**src/rtl/ysyx_22050612_mem_pkg.sv**
```systemverilog
// Shared types and width defaults for the data-memory arbiter.
package ysyx_22050612_mem_pkg;

  typedef enum logic [1:0] {
    IDLE = 2'd0,
    REQ  = 2'd1,
    WAIT = 2'd2
  } state_e;

  typedef enum logic {
    OWN_IF = 1'b0,
    OWN_LS = 1'b1
  } owner_e;

  localparam int DEF_ADDR_W = 64;
  localparam int DEF_DATA_W = 64;
  localparam int DEF_MASK_W = DEF_DATA_W / 8;

endpackage

```
**src/rtl/ysyx_22050612_rr_arb2.sv**
```systemverilog
// Two-way round-robin arbiter; prio names the requester favoured on contention.
module ysyx_22050612_rr_arb2
  import ysyx_22050612_mem_pkg::*;
(
  input  logic       clk,
  input  logic       rst_n,
  input  logic [1:0] req,
  input  logic       advance,
  output logic [1:0] gnt
);

  owner_e prio;

  always_comb begin
    gnt = req;
    if (req == 2'b11) gnt = (prio == OWN_IF) ? 2'b01 : 2'b10;
  end

  // The loser of a grant becomes the favoured requester next time.
  always_ff @(posedge clk or negedge rst_n) begin
    if (!rst_n) begin
      prio <= OWN_IF;
    end else if (advance && gnt[0]) begin
      prio <= OWN_LS;
    end else if (advance && gnt[1]) begin
      prio <= OWN_IF;
    end
  end

endmodule

```
**src/rtl/ysyx_22050612_mem_arbiter.sv**
```systemverilog
// Shares one handshaked memory port between IFU reads and LSU reads/writes,
// one transaction outstanding, with a watchdog that aborts unanswered requests.
module ysyx_22050612_mem_arbiter #(
  parameter int ADDR_W  = ysyx_22050612_mem_pkg::DEF_ADDR_W,
  parameter int DATA_W  = ysyx_22050612_mem_pkg::DEF_DATA_W,
  parameter int MASK_W  = ysyx_22050612_mem_pkg::DEF_MASK_W,
  parameter int TIMEOUT = 255
) (
  input  logic              clk,
  input  logic              rst_n,
  input  logic              if_req,
  input  logic [ADDR_W-1:0] if_addr,
  output logic              if_gnt,
  output logic              if_rvalid,
  output logic [DATA_W-1:0] if_rdata,
  input  logic              ls_req,
  input  logic              ls_wen,
  input  logic [ADDR_W-1:0] ls_addr,
  input  logic [DATA_W-1:0] ls_wdata,
  input  logic [MASK_W-1:0] ls_wmask,
  output logic              ls_gnt,
  output logic              ls_rvalid,
  output logic [DATA_W-1:0] ls_rdata,
  output logic              mem_req,
  output logic              mem_wen,
  output logic [ADDR_W-1:0] mem_addr,
  output logic [DATA_W-1:0] mem_wdata,
  output logic [MASK_W-1:0] mem_wmask,
  input  logic              mem_gnt,
  input  logic              mem_rvalid,
  input  logic [DATA_W-1:0] mem_rdata,
  output logic              mem_err
);
  import ysyx_22050612_mem_pkg::*;

  localparam logic [7:0] TO = 8'(TIMEOUT);

  state_e     state;
  owner_e     owner;
  logic [7:0] cnt;
  logic [1:0] arb_gnt;
  logic       idle, busy, timeout, rsp_ok, done;

  assign idle    = (state == IDLE);
  assign busy    = (state == REQ) || (state == WAIT);
  assign timeout = busy && (cnt == TO);
  // A real response beats a coincident timeout; rvalid during REQ is ignored.
  assign rsp_ok  = (state == WAIT) && mem_rvalid;
  assign done    = rsp_ok || timeout;

  ysyx_22050612_rr_arb2 u_arb (
    .clk     (clk),
    .rst_n   (rst_n),
    .req     ({ls_req, if_req} & {2{idle}}),
    .advance (idle),
    .gnt     (arb_gnt)
  );

  assign if_gnt    = rst_n && arb_gnt[0];
  assign ls_gnt    = rst_n && arb_gnt[1];
  assign if_rvalid = rst_n && done && (owner == OWN_IF);
  assign ls_rvalid = rst_n && done && (owner == OWN_LS);
  assign if_rdata  = (rsp_ok && owner == OWN_IF) ? mem_rdata : '0;
  assign ls_rdata  = (rsp_ok && owner == OWN_LS) ? mem_rdata : '0;

  always_ff @(posedge clk or negedge rst_n) begin
    if (!rst_n) begin
      state     <= IDLE;
      owner     <= OWN_IF;
      cnt       <= 8'd0;
      mem_err   <= 1'b0;
      mem_req   <= 1'b0;
      mem_wen   <= 1'b0;
      mem_addr  <= '0;
      mem_wdata <= '0;
      mem_wmask <= '0;
    end else begin
      case (state)
        IDLE: begin
          if (|arb_gnt) begin
            state   <= REQ;
            mem_req <= 1'b1;
            cnt     <= 8'd0;
            if (arb_gnt[1]) begin
              owner     <= OWN_LS;
              mem_wen   <= ls_wen;
              mem_addr  <= ls_addr;
              mem_wdata <= ls_wdata;
              mem_wmask <= ls_wmask;
            end else begin
              owner     <= OWN_IF;
              mem_wen   <= 1'b0;
              mem_addr  <= if_addr;
              mem_wdata <= '0;
              mem_wmask <= '0;
            end
          end
        end
        REQ: begin
          cnt <= cnt + 8'd1;
          if (timeout) begin
            state   <= IDLE;
            mem_req <= 1'b0;
            mem_err <= 1'b1;
          end else if (mem_gnt) begin
            state   <= WAIT;
            mem_req <= 1'b0;
          end
        end
        WAIT: begin
          cnt <= cnt + 8'd1;
          if (rsp_ok) begin
            state <= IDLE;
          end else if (timeout) begin
            state   <= IDLE;
            mem_err <= 1'b1;
          end
        end
        default: begin
          state   <= IDLE;
          mem_req <= 1'b0;
        end
      endcase
    end
  end

endmodule

```
**config.mk**
```make
export PLATFORM = sky130hd
export DESIGN_NAME = ysyx_22050612_mem_arbiter
export DESIGN_NICKNAME = d
export VERILOG_FILES = /design/src/rtl/ysyx_22050612_mem_pkg.sv /design/src/rtl/ysyx_22050612_rr_arb2.sv /design/src/rtl/ysyx_22050612_mem_arbiter.sv
export SDC_FILE = /design/constraint.sdc
export NUM_CORES = 1
export LEC_CHECK = 0
export CAP_MARGIN = 30
export CORE_AREA = 2 2 212 214
export DETAILED_ROUTE_END_ITERATION = 12
export DIE_AREA = 0 0 214 216
export DONT_BUFFER_PORTS = 1
export SYNTH_ARGS = -nofsm -noshare
export SYNTH_HDL_FRONTEND = slang
export SYNTH_HIERARCHICAL = 1
export SYNTH_SLANG_ARGS = --single-unit
```
**constraint.sdc**
```tcl
create_clock -name clk -period 3.6 [get_ports clk]
set_clock_uncertainty 0.1 [all_clocks]
set_input_delay 0.54 -clock clk [delete_from_list [all_inputs] [get_ports clk]]
set_output_delay 0.54 -clock clk [all_outputs]
set_load 0.1 [all_outputs]
```
# ---- After elaboration in Yosys (flattened, before gate mapping)
# Cells that the tools add are included.
dict set report word_totals {
  ff_bits 151
  latch_bits 0
  mem_bits_rw 0
  romBits 0
  inputBits 271
  out_inout_bits 271
  memories 0
}
dict set report op_classes {
  addsub 1
  multipliers 0
  n_div 0
  n_lt_le_gt_ge 0
  n_eq_ne 8
  shifts 0
  n_mux 26
  bitwise_logic 3
  n_reduce_logical 24
}
# op count
set op_table {}
lappend op_table {{64-bit 2-to-1 mux} 4}
lappend op_table {{8-bit 2-to-1 mux} 2}
lappend op_table {{8-bit one-hot mux with 2 select lines} 1}
lappend op_table {{2-bit 2-to-1 mux} 7}
lappend op_table {{1-bit logical AND} 11}
lappend op_table {{1-bit 2-to-1 mux} 9}
lappend op_table {{8-bit by 1-bit adder with 8-bit output (second input constant)} 1}
lappend op_table {{8-bit == test (second input constant)} 1}
lappend op_table {{3-bit != test (second input constant)} 2}
lappend op_table {{2-bit one-hot mux with 3 select lines} 1}
lappend op_table {{2-bit AND reduction} 3}
lappend op_table {{3-bit AND reduction} 2}
lappend op_table {{2-bit nonzero test} 3}
lappend op_table {{2-bit == test (second input constant)} 2}
lappend op_table {{2-bit OR reduction} 2}
lappend op_table {{1-bit one-hot mux with 3 select lines} 1}
lappend op_table {{2-bit bitwise AND} 1}
lappend op_table {{2-bit by 1-bit == test with 1-bit output (second input constant)} 1}
lappend op_table {{2-bit logical NOT} 1}
lappend op_table {{1-bit logical OR} 2}
lappend op_table {{2-bit by 1-bit != test with 1-bit output (second input constant)} 1}
lappend op_table {{2-bit != test (second input constant)} 1}
lappend op_table {{1-bit NOT} 2}
lappend op_table {{1-bit one-hot mux with 2 select lines} 1}

# ---- Depth between registers and ports, before layout
# Gate-level depths: netlist (run 1).
dict set report depth {
  word_depth 7
  ltp_mapped 13
  depth_no_buf 8
}

# ---- By module
# The synthesis (run 1) kept the hierarchy.
# module instances cells_per_inst area_each_um2
set by_module_without_submodules {}
lappend by_module_without_submodules {ysyx_22050612_mem_arbiter 1 821 7407.1}
lappend by_module_without_submodules {ysyx_22050612_rr_arb2 1 6 55.1}

# ---- Worst setup path after synthesis (run 1)
# OpenSTA, ideal clock, no wires.
dict set report synth_timing {
  kind {reg-to-output}
  start {reg state[0]}
  end {out ls_gnt}
  arrival_ns 2.607
  required_time_ns 2.960
  setup_slack_ns 0.353
  stages_incl_launch_ff 11
  path_cell_list {dfrtp_1 -> inv_1 -> ha_1 -> buf_4 -> buf_2 -> and2_1 -> a21boi_1 -> buf_4 -> buf_2 -> buf_2 -> and2_1}
}
dict set report synth_via {
  elab_chain_cells 5
}
# item line_no
set synth_lines {}
lappend synth_lines {{start: declaration} ysyx_22050612_mem_arbiter.sv:38} ;# state_e state;
lappend synth_lines {{start signal: assignment} ysyx_22050612_mem_arbiter.sv:68} ;# state <= IDLE;
lappend synth_lines {{start signal: assignment} ysyx_22050612_mem_arbiter.sv:81} ;# state <= REQ;
lappend synth_lines {{start signal: assignment} ysyx_22050612_mem_arbiter.sv:102} ;# state <= IDLE;
lappend synth_lines {{2-bit logical NOT (*)} ysyx_22050612_mem_arbiter.sv:44} ;# assign idle = (state == IDLE);
lappend synth_lines {{via idle} ysyx_22050612_mem_arbiter.sv:42} ;# logic idle, busy, timeout, rsp_ok, done;
lappend synth_lines {{2-bit bitwise AND (*)} ysyx_22050612_mem_arbiter.sv:54} ;# .req ({ls_req, if_req} & {2{idle}}),
lappend synth_lines {{2-bit == test} ysyx_22050612_rr_arb2.sv:16} ;# if (req == 2'b11) gnt = (prio == OWN_IF) ? 2'b01 : 2'b10;
lappend synth_lines {{2-bit 2-to-1 mux (*)} ysyx_22050612_rr_arb2.sv:16}
lappend synth_lines {{via arb_gnt[1]} ysyx_22050612_mem_arbiter.sv:41} ;# logic [1:0] arb_gnt;
lappend synth_lines {{1-bit logical AND (*)} ysyx_22050612_mem_arbiter.sv:60} ;# assign ls_gnt = rst_n && arb_gnt[1];
lappend synth_lines {{end: declaration} ysyx_22050612_mem_arbiter.sv:21} ;# output logic ls_gnt,
# The timed path passes the listed nets; every way through them passes the cells marked *.

# ---- Final worst setup path (run 1)
dict set report layout_timing {
  start {reg state[0]}
  end {out ls_rdata[24]}
}
dict set report layout_via {
  elab_chain_cells 4
}
# item line_no
set layout_lines {}
lappend layout_lines {{2-bit == test} ysyx_22050612_mem_arbiter.sv:48} ;# assign rsp_ok = (state == WAIT) && mem_rvalid;
lappend layout_lines {{1-bit logical AND} ysyx_22050612_mem_arbiter.sv:48}
lappend layout_lines {{1-bit logical AND} ysyx_22050612_mem_arbiter.sv:64} ;# assign ls_rdata = (rsp_ok && owner == OWN_LS) ? mem_rdata : '0;
lappend layout_lines {{64-bit 2-to-1 mux} ysyx_22050612_mem_arbiter.sv:64}
lappend layout_lines {{end: declaration} ysyx_22050612_mem_arbiter.sv:23} ;# output logic [DATA_W-1:0] ls_rdata,
# Every way passes these cells.

==> metrics, run 1 <==
Clock Path Buffers=2; register area share after synthesis=between 50% and 60%; ys async rst share=100.0%; syn nets=between 1,000 and 1,500; CP delay by family, top=buffers and inverters; Setup violations, final=0; CP Data Required Time=roughly 3.0 ns; Initial Util=17.02%; startpoint types=flop; kind of end point of the critical path=primary output; Core ar.=0.04384 mm^2; cell count of the worst reg-to-reg path=7; Port Buffer Count=0; CTS clock-pin slew for the worst setup and hold paths=0.07 ns; Nets=1,202; 1st-pass router iterations=5; FF-to-FF End=mem_addr[56]$_DFFE_PN0P_; Synth cell types=37; Ys Warns=6; CTS HTree Levels=4; PostCTS Resize Cnt=0; most numerous cell on the critical path=buf_4; status=complete, but fails checks; Routability Congestion=0.9998; Yosys reg bits=151; die footprint=between 0.04 and 0.05 mm^2; dpl hpwl=22,580 um; pin count of the biggest net entering global routing=202; Setup TNS=0 ns; fillers=4,837; CP Cell Sequence=inv_1 -> ha_1 -> nand2_1 -> nor2_4 -> buf_4 -> and2_1 -> buf_4; RSZ-0062 raised after global routing=no; Total GRT Usage=12.03%; Hold Slack=-0.2973 ns; Rows=77; Synth Cell Area=0.007462 mm^2; register area=0.003779 mm^2; first-pass GRT wire length=40,880 um; fin crit share=85.89%; Least-Margin Pin Slew=1.025 ns; DR DRC count=0; top sig layer=met5; CTS tree=done; post-route ant nets=0; critical path's largest stage delay=~0.40 ns; Slowest-stage cell, CP=dfrtp_1; Mapped Avg Cell Area=9.023 um^2; GR Overflow Total=0; critical path peak fanout=64; worst path bufs/invs=3; count of final hold-check violations=between 150 and 200; M1 wire length=10,120 um; I/O pins=542; clk root buf=clkbuf_16; # clock sinks=~150; Hold Path Class=primary input to asynchronous set/reset pin; Max-Cap Viols=0; number of global-route vias before repair=6,087; commonest non-fill, non-tap cells in the layout=nand2_1, dfrtp_1, buf_4, and2_1, nand3_1; prevailing post-synth register cell=dfrtp_1; vias post-DR=6,294; critical path class=flop to primary output; RR Startpoint=state[0]$_DFFE_PN0P_; final wirelength=28,740 um; Routed WL per cell=approximately 19 um; Final Critical Period=3.092 ns; initial antenna violation count=17; flop-to-flop setup slack=1.06 ns; area of the multi-input gates=0.003413 mm^2; post-CTS setup buffer count=0; Worst slew margin=31.69%; die width=214 um; die extent in y=216 um; Detailed Route Iter0 Violations=410; max-slew violations=0; fmax=about 320 MHz; layout cell share with drive strength beyond 1=between 15 and 20%; WL met2=approximately 15,000 um; Worst Path Arrival=2.45 ns; total CTS buffers=17; Post-Synthesis Cells=827; crit path launch=state[0]$_DFFE_PN0P_; Worst-Skew Late Latency=~0.43 ns; failing checks=negative hold slack; met3 wire len=2237 um; DR vias/cell=4.066; Post-synth EDFFs=0; most common cell after layout, fill and taps aside=nand2_1; area grow syn2layout=30.26%
logic make-up after synthesis:
logic type / share of synthesized area (%)
adder cells (fa/ha/maj): 0.6707
multiplexers: 8.585
XOR/XNOR: 0.5870
AO/OA/AOI/OAI: 6.137
AND/OR/NAND/NOR: 29.21
flip-flops: 50.64
buffers and inverters: 4.175
metrics by stage:
stage	instance area (um^2)	util (%)	setup slack (ns)	hold slack, ns	instances
after floorplan	7462	-	0.3531	0.1444	827
after global placement	9049	20.64	0.9474	0.1478	1498
after detailed placement	9072	20.70	0.9274	0.1474	1500
after CTS	9681	22.08	0.4298	-0.3446	1532
after global routing	9721	22.18	0.3050	-0.3437	1548
final	9721	22.18	0.5080	-0.2973	1548
cell usage after synthesis (all sizes together), types with 2 or more instances:
library cell / instances / area (um^2)
a21oi: 5 / 25.02
xnor2: 3 / 26.28
nand4: 2 / 12.51
clkbuf: 32 / 121.4
and2: 132 / 825.8
a21boi: 2 / 15.02
buf: 28 / 167.7
nand3: 76 / 390.4
inv: 6 / 22.52
mux2i: 64 / 640.6
dfrtp: 151 / 3779
xor2: 2 / 17.52
nand2: 217 / 814.5
o2bb2ai: 2 / 17.52
nor2: 16 / 65.06
ha: 4 / 50.05
nor3: 2 / 10.01
o21ai: 71 / 359.1
worst max-delay path by stage:
stage                        end  slack, ns  cells after the start
floorplan                 ls_gnt       0.35                     10
global route        ls_rdata[24]       0.31                      7
finish              ls_rdata[24]       0.51                      7
CTS                 ls_rdata[24]       0.43                      7
global placement    if_rdata[62]       0.95                      7
detailed placement  ls_rdata[24]       0.93                      7
per-layer routing:
metal,track usage [%],up-vias
li1,-,2914
met1,12.24,2919
met2,22.07,392
met3,3.622,65
met4,6.410,4
met5,0,-
cell type report:
cell class,count,share of cell area [%]
Clock inverter,15,1.879
Antenna cell,16,0.4119
Sequential cell,151,38.87
Inverter,6,0.2317
Timing Repair Buffer,141,11.49
Clock buffer,17,4.376
Tap cell,592,7.620
Multi-Input combinational cell,610,35.11
registers in the layout, indices dropped and copies added, names as in the netlist, 2 cells and up:
name / count
state: 2
mem_addr: 64
mem_wmask: 8
mem_wdata: 64
cnt: 8
Power of run 1 is left out: the tool's default activity adds up to more than one toggle a clock period on the data nets, which glitch-free logic cannot reach.
==> run 2, diff against run 1 <==
--- a/config.mk
+++ b/config.mk
@@ -6,11 +6,10 @@
 export NUM_CORES = 1
 export LEC_CHECK = 0
 export CAP_MARGIN = 30
-export CORE_AREA = 2 2 212 214
+export CORE_AREA = 2 2 213 215
 export DETAILED_ROUTE_END_ITERATION = 12
-export DIE_AREA = 0 0 214 216
+export DIE_AREA = 0 0 215 217
 export DONT_BUFFER_PORTS = 1
 export SYNTH_ARGS = -nofsm -noshare
 export SYNTH_HDL_FRONTEND = slang
-export SYNTH_HIERARCHICAL = 1
 export SYNTH_SLANG_ARGS = --single-unit
==> run 2 against run 1 <==
Net effect:
- utilization down 0.51 points
- sequential share of layout area up 0.14 points
- global-route usage down 0.68 points
- the flow still finishes with violations (negative hold slack)
- worst hold slack worse by 0.041 ns
- clock-buffer cell count up 3
- die area up 0.93%
- synthesized cell count down 7.3%
- first-iteration DRC count up 6.1%
==> metrics, run 2 <==
critical path peak fanout=31; Initial Util=16.76%; prevailing post-synth register cell=dfrtp_1; biggest regs=mem_addr x64, mem_wdata x64; CP Cell Sequence=inv_1 -> ha_1 -> nand2_1 -> nor2_4 -> buf_12 -> and2_1 -> buf_4; Routed WL per cell=18.51 um; Worst slew margin=32.34%; failing checks=negative hold slack; Ys Warns=0; kind of end point of the critical path=primary output; critical path class=flop to primary output; GR Overflow Total=0; DR vias/cell=4.282; I/O pins=542; top post-synthesis cells by count=dfrtp_1, nand2_1, and2_1; Setup TNS=0 ns; Nets=roughly 1,100; Max-Cap Viols=0; cell count of the worst reg-to-reg path=6; number of global-route vias before repair=6,090; Hold Slack=-0.3384 ns; Yosys reg bits=roughly 150; die width=between 200 and 250 um; final wirelength=between 20,000 and 30,000 um; post-route ant nets=0; Clock Path Buffers=2; Total GRT Usage=11.34%; max-slew violations=0; commonest non-fill, non-tap cells in the layout=dfrtp_1, buf_4, nand2_1, and2_1; Routability Congestion=between 0.8 and 0.9; first-pass GRT wire length=39,330 um; fillers=a little under 5,000; Synth area leader=dfrtp_1; WL met2=12,930 um; RSZ-0062 raised after global routing=no; critical path's largest stage delay=roughly 0.50 ns; fmax=301.1 MHz; met3 wire len=2722 um; pin count of the biggest net entering global routing=156; Final Critical Period=3.321 ns; count of final hold-check violations=151; M1 wire length=approximately 11,000 um; CTS tree=done; die footprint=between 0.04 and 0.05 mm^2; die extent in y=217 um; CTS HTree Levels=4; Mapped Avg Cell Area=approximately 9.8 um^2; vias post-DR=6,393; layout cell share with drive strength beyond 1=21.70%; Worst-Skew Late Latency=0.46 ns; Core ar.=roughly 0.045 mm^2; # clock sinks=151; status=complete, but fails checks; fin crit share=between 90% and 100%; most common cell after layout, fill and taps aside=dfrtp_1; Synth Cell Area=0.007490 mm^2; most common cell in the netlist=dfrtp_1; syn nets=1,043; Post-Synthesis Cells=767; register area share after synthesis=roughly half; Setup violations, final=0; post-synth top area share=50.45%; top sig layer=met5; Detailed Route Iter0 Violations=between 400 and 500; 1st-pass router iterations=4; initial antenna violation count=5; area grow syn2layout=29.32%; Slowest-stage cell, CP=nor2_4; Post-synth EDFFs=0; startpoint types=flop; ys async rst share=between 90% and 100%; CTS clock-pin slew for the worst setup and hold paths=0.06 ns; CP Data Required Time=2.96 ns; DR DRC count=0; dpl hpwl=20,760 um; Synth cell types=44; Hold Path Class=primary input to asynchronous set/reset pin; top cells by area, synth=dfrtp_1, and2_1, a22o_1, nand2_1, o211ai_1; clk root buf=clkbuf_16; Rows=78; total CTS buffers=17; Least-Margin Pin Slew=1.015 ns; Worst Path Arrival=2.68 ns; Port Buffer Count=0
[run 2: changes by cell type in the layout (fill, tap and decap cells not counted), moves of 8 or more]
cell and delta:
mux2i_1 -63, nand2_1 -83, o21ai_0 -56, a22o_1 +73, nor2_1 -8, o211ai_1 +66
[run 2: cell families after synthesis]
family / synth area share [%]
and+or+nand+nor: 24.93
buffers and inverters: 5.446
DFF: 50.45
xor gates and xnor gates: 0.1170
muxes: 0.1337
adders and majority gates: 0.8353
AOI/OAI and AO/OA: 18.09
[run 2: critical path: cells and delay by family (launching register included)]
kind	cells	cell delay, ns
fa+ha+maj	1	0.27
simple gates	3	0.83
buf+inv	3	0.69
flops	1	0.41
[run 2: final timing paths]
path	slack [ns]	to	start
max in group asynchronous	3.49	cnt[4]$_DFFE_PN0P_	rst_n
worst min register to register	0.46	state[1]$_DFFE_PN0P_	state[1]$_DFFE_PN0P_
worst max register to register	1.02	mem_addr[49]$_DFFE_PN0P_	state[0]$_DFFE_PN0P_
worst min-delay path	-0.34	mem_addr[21]$_DFFE_PN0P_	rst_n
worst max-delay path	0.28	if_rdata[60]	state[0]$_DFFE_PN0P_
min in group clk	0.10	mem_wdata[12]$_DFFE_PN0P_	ls_wdata[12]
[run 2: timing repair]
item | CTS | global route
setup endpoints to repair | 0 | 3
setup buffers | 0 | 0
gates resized for setup | 0 | 1
endpoints found under the hold margin | 151 | 151
[run 2: cell type report]
type                       count  area [um^2]  share of cell area [%]
clock buffer                  20        456.7                   4.715
antenna                       13        32.53                  0.3359
clock inverter                12        108.9                   1.124
inverter                       8        30.03                  0.3100
tap                          600        750.7                   7.751
sequential                   151         3779                   39.01
multi-input combinational    542         3342                   34.50
timing repair buffer         147         1186                   12.25
[run 2: metrics by stage]
| step | cell area, um^2 | instances | utilization [%] | setup slack [ns] |
|---|---|---|---|---|
| 3_5_place_dp | 9071 | 1445 | 20.29 | 0.6011 |
| 6_report | 9686 | 1493 | 21.67 | 0.2793 |
| 2_1_floorplan | 7490 | 767 | - | 0.6392 |
| 4_1_cts | 9637 | 1477 | 21.56 | 0.05929 |
| 5_1_grt | 9656 | 1481 | 21.60 | 0.03830 |
| 3_3_place_gp | 9016 | 1443 | 20.17 | 0.7049 |
[run 2: metal layers]
metal,GRT usage (%),vias to the layer above
met2,16.94,313
met5,0,-
met1,14.04,3132
met4,5.609,4
li1,-,2906
met3,4.766,38
Power of run 2 is left out for the same reason.
